## config.mk

```make
export PLATFORM = sky130hd
export DESIGN_NAME = axi_4lite_master
export DESIGN_NICKNAME = d
export VERILOG_FILES = /design/src/rtl/axi_4lite_master.sv
export SDC_FILE = /design/constraint.sdc
export NUM_CORES = 1
export LEC_CHECK = 0
export ABC_AREA = 1
export BUFFER_PORTS_ARGS = -buffer_cell sky130_fd_sc_hd__buf_2
export CAP_MARGIN = 20
export CORE_MARGIN = 2
export CORE_UTILIZATION = 45
export DETAILED_ROUTE_END_ITERATION = 7
export GPL_ROUTABILITY_DRIVEN = 0
export GPL_TIMING_DRIVEN = 0
export PLACE_DENSITY_LB_ADDON = 0.15
export SLEW_MARGIN = 20
export SYNTH_ARGS = -nofsm -noshare
export SYNTH_HDL_FRONTEND = slang
export SYNTH_SLANG_ARGS = --single-unit
```

## constraint.sdc

```tcl
create_clock -name ACLK -period 1.9 [get_ports ACLK]
set_input_delay 0.38 -clock ACLK [delete_from_list [all_inputs] [get_ports ACLK]]
set_output_delay 0.38 -clock ACLK [all_outputs]
set_load 0.05 [all_outputs]
```

## src/rtl/axi_4lite_master.sv

```systemverilog
// AXI4-Lite master: one command in, one AXI transaction out, one response back.
// Single outstanding transaction; every output comes straight from a flop.
module axi_4lite_master #(
    parameter int ADDR_WIDTH = 32,
    parameter int DATA_WIDTH = 32
) (
    input  logic                    ACLK,
    input  logic                    ARESETn,
    input  logic                    cmd_valid,
    output logic                    cmd_ready,
    input  logic                    cmd_write,
    input  logic [ADDR_WIDTH-1:0]   cmd_addr,
    input  logic [DATA_WIDTH-1:0]   cmd_wdata,
    input  logic [DATA_WIDTH/8-1:0] cmd_wstrb,
    output logic                    rsp_valid,
    input  logic                    rsp_ready,
    output logic                    rsp_write,
    output logic [DATA_WIDTH-1:0]   rsp_rdata,
    output logic [1:0]              rsp_resp,
    output logic                    AWVALID,
    input  logic                    AWREADY,
    output logic [ADDR_WIDTH-1:0]   AWADDR,
    output logic [2:0]              AWPROT,
    output logic                    WVALID,
    input  logic                    WREADY,
    output logic [DATA_WIDTH-1:0]   WDATA,
    output logic [DATA_WIDTH/8-1:0] WSTRB,
    input  logic                    BVALID,
    output logic                    BREADY,
    input  logic [1:0]              BRESP,
    output logic                    ARVALID,
    input  logic                    ARREADY,
    output logic [ADDR_WIDTH-1:0]   ARADDR,
    output logic [2:0]              ARPROT,
    input  logic                    RVALID,
    output logic                    RREADY,
    input  logic [DATA_WIDTH-1:0]   RDATA,
    input  logic [1:0]              RRESP
);

    localparam int STRB_WIDTH = DATA_WIDTH / 8;

    typedef enum logic [2:0] {
        IDLE,
        WR_REQ,
        WR_RESP,
        RD_REQ,
        RD_DATA,
        RSP
    } state_t;

    state_t                 state_q;
    logic                   cmd_ready_q;
    logic                   awvalid_q;
    logic                   wvalid_q;
    logic                   bready_q;
    logic                   arvalid_q;
    logic                   rready_q;
    logic                   rsp_valid_q;
    logic                   rsp_write_q;
    logic [DATA_WIDTH-1:0]  rsp_rdata_q;
    logic [1:0]             rsp_resp_q;
    logic [ADDR_WIDTH-1:0]  addr_q;
    logic [DATA_WIDTH-1:0]  wdata_q;
    logic [STRB_WIDTH-1:0]  wstrb_q;
    logic                   aw_done_q;
    logic                   w_done_q;
    logic                   aw_done_d;
    logic                   w_done_d;

    // AW and W finish independently; a flag may be set by this cycle's handshake.
    always_comb begin
        aw_done_d = aw_done_q | (awvalid_q & AWREADY);
        w_done_d  = w_done_q | (wvalid_q & WREADY);
    end

    always_ff @(posedge ACLK or negedge ARESETn) begin
        if (!ARESETn) begin
            state_q     <= IDLE;
            cmd_ready_q <= 1'b0;
            awvalid_q   <= 1'b0;
            wvalid_q    <= 1'b0;
            bready_q    <= 1'b0;
            arvalid_q   <= 1'b0;
            rready_q    <= 1'b0;
            rsp_valid_q <= 1'b0;
            rsp_write_q <= 1'b0;
            rsp_rdata_q <= '0;
            rsp_resp_q  <= 2'b00;
            addr_q      <= '0;
            wdata_q     <= '0;
            wstrb_q     <= '0;
            aw_done_q   <= 1'b0;
            w_done_q    <= 1'b0;
        end else begin
            unique case (state_q)
                IDLE: begin
                    if (cmd_valid && cmd_ready_q) begin
                        cmd_ready_q <= 1'b0;
                        addr_q      <= cmd_addr;
                        wdata_q     <= cmd_wdata;
                        wstrb_q     <= cmd_wstrb;
                        if (cmd_write) begin
                            awvalid_q <= 1'b1;
                            wvalid_q  <= 1'b1;
                            aw_done_q <= 1'b0;
                            w_done_q  <= 1'b0;
                            state_q   <= WR_REQ;
                        end else begin
                            arvalid_q <= 1'b1;
                            state_q   <= RD_REQ;
                        end
                    end else begin
                        cmd_ready_q <= 1'b1;
                    end
                end
                WR_REQ: begin
                    if (awvalid_q && AWREADY) begin
                        awvalid_q <= 1'b0;
                    end
                    if (wvalid_q && WREADY) begin
                        wvalid_q <= 1'b0;
                    end
                    if (aw_done_d && w_done_d) begin
                        aw_done_q <= 1'b0;
                        w_done_q  <= 1'b0;
                        bready_q  <= 1'b1;
                        state_q   <= WR_RESP;
                    end else begin
                        aw_done_q <= aw_done_d;
                        w_done_q  <= w_done_d;
                    end
                end
                WR_RESP: begin
                    if (BVALID) begin
                        bready_q    <= 1'b0;
                        rsp_resp_q  <= BRESP;
                        rsp_rdata_q <= '0;
                        rsp_write_q <= 1'b1;
                        rsp_valid_q <= 1'b1;
                        state_q     <= RSP;
                    end
                end
                RD_REQ: begin
                    if (ARREADY) begin
                        arvalid_q <= 1'b0;
                        rready_q  <= 1'b1;
                        state_q   <= RD_DATA;
                    end
                end
                RD_DATA: begin
                    if (RVALID) begin
                        rready_q    <= 1'b0;
                        rsp_rdata_q <= RDATA;
                        rsp_resp_q  <= RRESP;
                        rsp_write_q <= 1'b0;
                        rsp_valid_q <= 1'b1;
                        state_q     <= RSP;
                    end
                end
                RSP: begin
                    if (rsp_ready) begin
                        rsp_valid_q <= 1'b0;
                        cmd_ready_q <= 1'b1;
                        state_q     <= IDLE;
                    end
                end
                default: begin
                    state_q <= IDLE;
                end
            endcase
        end
    end

    assign cmd_ready = cmd_ready_q;
    assign rsp_valid = rsp_valid_q;
    assign rsp_write = rsp_write_q;
    assign rsp_rdata = rsp_rdata_q;
    assign rsp_resp  = rsp_resp_q;
    assign AWVALID   = awvalid_q;
    assign AWADDR    = addr_q;
    assign AWPROT    = 3'b000;
    assign WVALID    = wvalid_q;
    assign WDATA     = wdata_q;
    assign WSTRB     = wstrb_q;
    assign BREADY    = bready_q;
    assign ARVALID   = arvalid_q;
    assign ARADDR    = addr_q;
    assign ARPROT    = 3'b000;
    assign RREADY    = rready_q;

endmodule
```

==> flow_metrics.tcl, run 1 <==
set metrics [dict create \
    run_status "completed" \
    rsz0062_at_grt "no" \
    synth_area_um2 4920 \
    postRouteAntennaNets 0 \
    drc 0 \
    vias 4686 \
    finalNetCount 968 \
    via_per_inst 4.66 \
    antenna_cells 0 \
    tritoncts "built" \
    syn_area_per_cell_um2 8.58 \
    r2r_slack_ns 0.18 \
    first_global_vias 4463 \
    crit_path_end_kind "register" \
    yosys_warnings 0 \
    ys_seq_elements 115 \
    wl_per_cell_um 13.3 \
    async_reset_ff_share_pct 100 \
    synthCells 573 \
    yosys_most_used_dff "dfrtp_1" \
    grt_pass1_wl_um 20800 \
    critPathLaunchType "register" \
    holdCritStartpoint "cmd_wdata[20]" \
    drtPass1Iterations 4 \
    htreeDepth 4 \
    required_ns 2.34 \
    finalHoldViolCount 0 \
    min_path_cells 3 \
    ioPinCount 262 \
    fp-row-count 38 \
    r2r_start "state_q[0]$_DFFE_PN0P_" \
    stdcell_count 1006 \
    layout_min_cycle_time_ns 1.72 \
    yosys.area.top_type_share_pct 58.5 \
    core_um2 10700 \
    hold_end "WDATA[20]$_DFFE_PN0P_" \
    start_util_pct 45.7 \
    wl_um 13400 \
    grt.total_usage_pct 22.9 \
    antenna_found_initial 0 \
    grt_overflow 0 \
    path_clk_slew_ns 0.06 \
    port_buffers 255 \
    clock_latency_ns 0.51 \
    drv_cap 0 \
    grt_max_degree 62 \
    finalCritPeriodShare_pct 90.5 \
    maxSlewHeadroom_pct 66.1 \
    die_y_um 109 \
    r2r_cells 9 \
    critPathKind "reg2reg" \
    post-dp-hpwl_um 9850 \
    synth.largest_area_cell "dfrtp_1" \
    drive_above_1_share_pct 41.2 \
    skew_ns 0.00626 \
    synth_most_common_cell "nand2_1" \
    ys_seq_area_share_pct 58.5 \
    drv_slew 0 \
    r2r-end "AWVALID$_DFFE_PN0P_" \
    synth_edf_count 0 \
    fmax_mhz 582 \
    cts-root-buf "clkbuf_8" \
    hp-class "in2reg" \
    syn_to_final_growth_pct 43.0 \
    setup_viol 0 \
    cts_buffers 17 \
    worstMarginPinSlew_ns 0.508 \
    die_w_um 109 \
    cp.arrival_ns 2.16 \
    drt_iter0_markers 417 \
    clock_sinks 115 \
    fp.dieArea_um2 11800 \
    synth_common_cells "306 x nand2_1, 115 x dfrtp_1, 43 x buf_4, 43 x nand3_1, 14 x buf_2" \
    clk_path_buf_depth 2 \
    cp_max_fo 10 \
    synth.top_cells.by_area "dfrtp_1 59%, nand2_1 23%, buf_4 6.6%" \
    ys_types 23 \
    dp_cells 974 \
]
-- critical path: stages, from the launching register on --
cell     delay, ns
dfrtp_1       0.35
buf_2         0.17
nor2_2        0.18
nand2_2       0.13
inv_2         0.08
nand2_2       0.15
inv_4         0.16
buf_2         0.23
nand3_1       0.12
nand2_1       0.09
-- how the worst max path moves through the flow --
stage	startpoint	endpoint	slack, ns	cells past startpoint
global placement	ARESETn	WDATA[10]$_DFFE_PN0P_	-0.89	1
detailed placement	state_q[0]$_DFFE_PN0P_	AWVALID$_DFFE_PN0P_	0.15	9
floorplan	cmd_ready$_DFFE_PN0P_	state_q[2]$_DFFE_PN0P_	0.45	7
global route	state_q[0]$_DFFE_PN0P_	AWVALID$_DFFE_PN0P_	0.05	9
CTS	state_q[0]$_DFFE_PN0P_	AWVALID$_DFFE_PN0P_	0.13	9
finish	state_q[0]$_DFFE_PN0P_	AWVALID$_DFFE_PN0P_	0.18	9
-- area by class of cell --
cell class | count | area [µm²]
fill | 891 | 3710
sequential | 115 | 2880
clock inverter | 10 | 130
clock buffer | 21 | 469
tap | 140 | 175
inverter | 16 | 65.1
buffer | 62 | 434
timing repair buffer | 257 | 1320
multi-input combinational | 385 | 1560
-- metrics by stage --
step           setup WS, ns  hold WS, ns  instance area [µm²]  setup TNS [ns]  utilization, %
2_1_floorplan         0.449       0.0844                 4930               0               -
3_3_place_gp         -0.885        0.453                 6390         -101.01            59.4
3_5_place_dp          0.155        0.365                 6420               0            59.7
4_1_cts               0.125       0.0322                 7030               0            65.4
5_1_grt              0.0452       0.0421                 7030               0            65.4
6_report              0.181       0.0665                 7030               0            65.4
-- layout by cell type, fill, tap and decap left out, types with 2 or more instances in the layout --
cell type,instances
buf_6,4
bufinv_16,3
inv_1,11
nand2_2,3
inv_2,2
a21oi_1,3
dfrtp_1,115
clkbuf_8,5
buf_2,268
clkinvlp_4,2
clkbuf_1,2
nor2_2,2
o21ai_0,4
o21ai_1,2
buf_4,43
inv_4,2
nand4_1,5
conb_1,6
nand2_1,306
clkbuf_16,16
nor2_1,7
clkinv_2,5
nand3_1,43
-- logic make-up (layout without fill, tap and decap cells) --
family,after synthesis,in the layout,share of synthesized area [%]
compound gates,12,12,1.32
buf+inv,78,366,10.1
flops,115,115,58.5
other cells,1,6,0.0763
simple gates,367,367,30.0
-- routing by layer --
metal	vias up	wire [µm]	GRT usage, %	part of all wire [%]
met5	-	0	0	0
met4	0	244	10.1	1.8
met3	21	1120	6.75	8.4
met2	207	6410	36.6	48
met1	2163	5580	28.8	42
li1	2295	-	-	-
-- registers in the layout, summed over array words and instances, names as in the netlist --
register   count
rsp_write      1
WVALID         1
WSTRB          4
state_q        3
aw_done_q      1
AWVALID        1
WDATA         32
rsp_resp       2
w_done_q       1
cmd_ready      1
BREADY         1
ARVALID        1
rsp_valid      1
RREADY         1
rsp_rdata     32
ARADDR        32
-- repair_timing --
action / in CTS / in global routing
hold endpoints to repair: 54 / 0
resized for setup: 0 / 1
endpoints found under the setup margin: 0 / 3
hold buffers: 1 / 0
buffers inserted: 0 / 0
Power of run 1 is not shown: default switching activity piles up to over one toggle a cycle in this logic, so the estimate is an artifact.
==> run 2, diff against run 1 <==
Settings changed: ABC_AREA 1 to not set.
==> flow_metrics.tcl, run 2 <==
set metrics [dict create \
    run_status "completed" \
    postRouteAntennaNets 0 \
    drc 0 \
    drv_cap 0 \
    synth_area_um2 4930 \
    stdcell_count 852 \
    clock_latency_ns 0.50 \
    yosys.area.top_type_share_pct 58.3 \
    start_util_pct 45.9 \
    drive_above_1_share_pct 57.9 \
    cp_common_cell "nor2_1" \
    finalNetCount 813 \
    synthSimpleGateAreaFrac_pct 8.90 \
    ys_seq_elements 115 \
    drv_slew 0 \
    required_ns 2.29 \
    yosys_warnings 0 \
    synth_xor_area_share_pct 0 \
    synth.top_cells.by_area "dfrtp_1 58%, mux2_2 14%, buf_4 5.8%" \
    finalHoldViolCount 0 \
    via_per_inst 4.72 \
    finalCritPeriodShare_pct 88.2 \
    ioPinCount 262 \
    final_util_pct 65.7 \
    synth_most_common_cell "dfrtp_1" \
    synthCells 417 \
    synth_top_family_by_area "multiplexers" \
    synth_edf_count 0 \
    cp.arrival_ns 2.06 \
    fp.dieArea_um2 11800 \
    regArea_um2 2880 \
    hold_slack_ns 0.0944 \
    rsz0062_at_grt "no" \
    hp-class "in2reg" \
    final_common_cell "buf_2" \
    core_um2 10700 \
    path_clk_slew_ns 0.06 \
    port_buffers 255 \
    grt.total_usage_pct 20.5 \
    syn_to_final_growth_pct 43.0 \
    synth_fa_ha_area_share_pct 0 \
    syn_area_per_cell_um2 11.8 \
    skew_ns 0.00889 \
    crit_path_end_kind "register" \
    grt_pass1_wl_um 18800 \
    antenna_found_initial 0 \
    first_global_vias 3929 \
    cp_max_fo 10 \
    ys_seq_area_share_pct 58.3 \
    synth-compound-area-share_pct 7.25 \
    vias 4020 \
    grt_max_degree 63 \
    critPathLaunchType "register" \
    synth.area.mux_share_pct 16.3 \
    critPathKind "reg2reg" \
    crit_path_max_incr_delay_ns 0.40 \
    htreeDepth 4 \
    cts_buffers 17 \
    yosys_most_used_dff "dfrtp_1" \
    fp-row-count 38 \
    drtPass1Iterations 4 \
    synth.largest_area_cell "dfrtp_1" \
    dp_cells 818 \
    wl_um 12200 \
    cts-root-buf "clkbuf_8" \
    multi_input_area_um2 1630 \
    antenna_cells 0 \
    synth_common_cells "115 x dfrtp_1, 74 x nand2_1, 63 x mux2_2" \
    die_y_um 109 \
    die_w_um 109 \
    final_cell_mix "262 x buf_2, 114 x dfrtp_1, 74 x nand2_1" \
    fillers 912 \
    path_cells "buf_2, clkbuf_1, nor2_1, o21ai_0, a21oi_1, nor2_1" \
    post-dp-hpwl_um 9420 \
    ys_types 33 \
    async_reset_ff_share_pct 100 \
    layout_min_cycle_time_ns 1.68 \
    clk_path_buf_depth 2 \
    setup_viol 0 \
    place_area_um2 6440 \
    grt_overflow 0 \
    wl_per_cell_um 14.4 \
    tritoncts "built" \
    maxSlewHeadroom_pct 66.1 \
    fmax_mhz 597 \
    cpMaxStageDelayCell "nor2_1" \
    drt_iter0_markers 168 \
    clock_sinks 115 \
    design_area_um2 7060 \
    worstMarginPinSlew_ns 0.509 \
]
-- run 2: cell count changes in the layout (fill, tap and decap cells not counted), moves of 5 or more --
cell	before	now
a21oi_1	3	10
clkbuf_1	2	7
nand3_1	43	1
o21ai_0	4	42
nand2_1	306	74
mux2_1	0	5
nand4_1	5	0
inv_1	11	4
buf_2	268	262
buf_4	43	38
mux2_2	0	63
-- run 2: worst paths after layout --
kind	start	endpoint	slack [ns]	cells past startpoint
setup / recovery	state_q[2]$_DFFE_PN0P_	w_done_q$_DFFE_PN0P_	0.22	6
min in group asynchronous	ARESETn	ARADDR[1]$_DFFE_PN0P_	0.38	2
hold / removal	cmd_addr[14]	ARADDR[14]$_DFFE_PN0P_	0.09	2
setup reg to reg	state_q[2]$_DFFE_PN0P_	w_done_q$_DFFE_PN0P_	0.22	6
max in group asynchronous	ARESETn	WDATA[12]$_DFFE_PN0P_	0.84	3
hold reg to reg	rsp_rdata[9]$_DFFE_PN0P_	rsp_rdata[9]$_DFFE_PN0P_	0.48	2
-- run 2: worst max-delay path: cells and delay by family, from the launching register on --
family	cells	cell delay, ns
AND/OR/NAND/NOR	2	0.47
buffers and inverters	2	0.39
flip-flops	1	0.36
AO/OA/AOI/OAI	2	0.36
-- run 2: repair_timing --
item,4_1_cts,5_1_grt
gates resized for setup,0,5
hold endpoints to repair,53,0
endpoints found under the setup margin,66,29
hold buffers,1,0
pin swaps,1,0
buffers inserted,1,0
cloned,0,0
-- run 2: routing by layer --
layer  global-route usage [%]  wire length [µm]
met4                     8.52               301
met3                     5.86              1030
met1                     23.2              4580
met5                        0                 0
met2                     36.4              6330
-- run 2: cells by family after synthesis --
group / after synthesis
mux: 72
flops: 115
other cells: 1
simple gates: 99
compound gates: 65
buf+inv: 65
-- run 2: cell type report --
type	count	share of cell area [%]
flip-flops and latches	115	40.8
well taps	140	2.48
repair buffers	258	19.0
clock buffers	22	6.70
plain buffers	61	6.19
clock inverters	10	1.49
inverters	4	0.213
multi-input cells	242	23.1
-- run 2: per-stage QoR --
stage | setup WS (ns) | setup TNS, ns
6_report | 0.224 | 0
3_3_place_gp | -1.08 | -108.55
4_1_cts | 0.101 | 0
3_5_place_dp | -0.119 | -7.19
2_1_floorplan | 0.0214 | 0
5_1_grt | 0.0574 | 0
Power of run 2 is left out for the same reason.
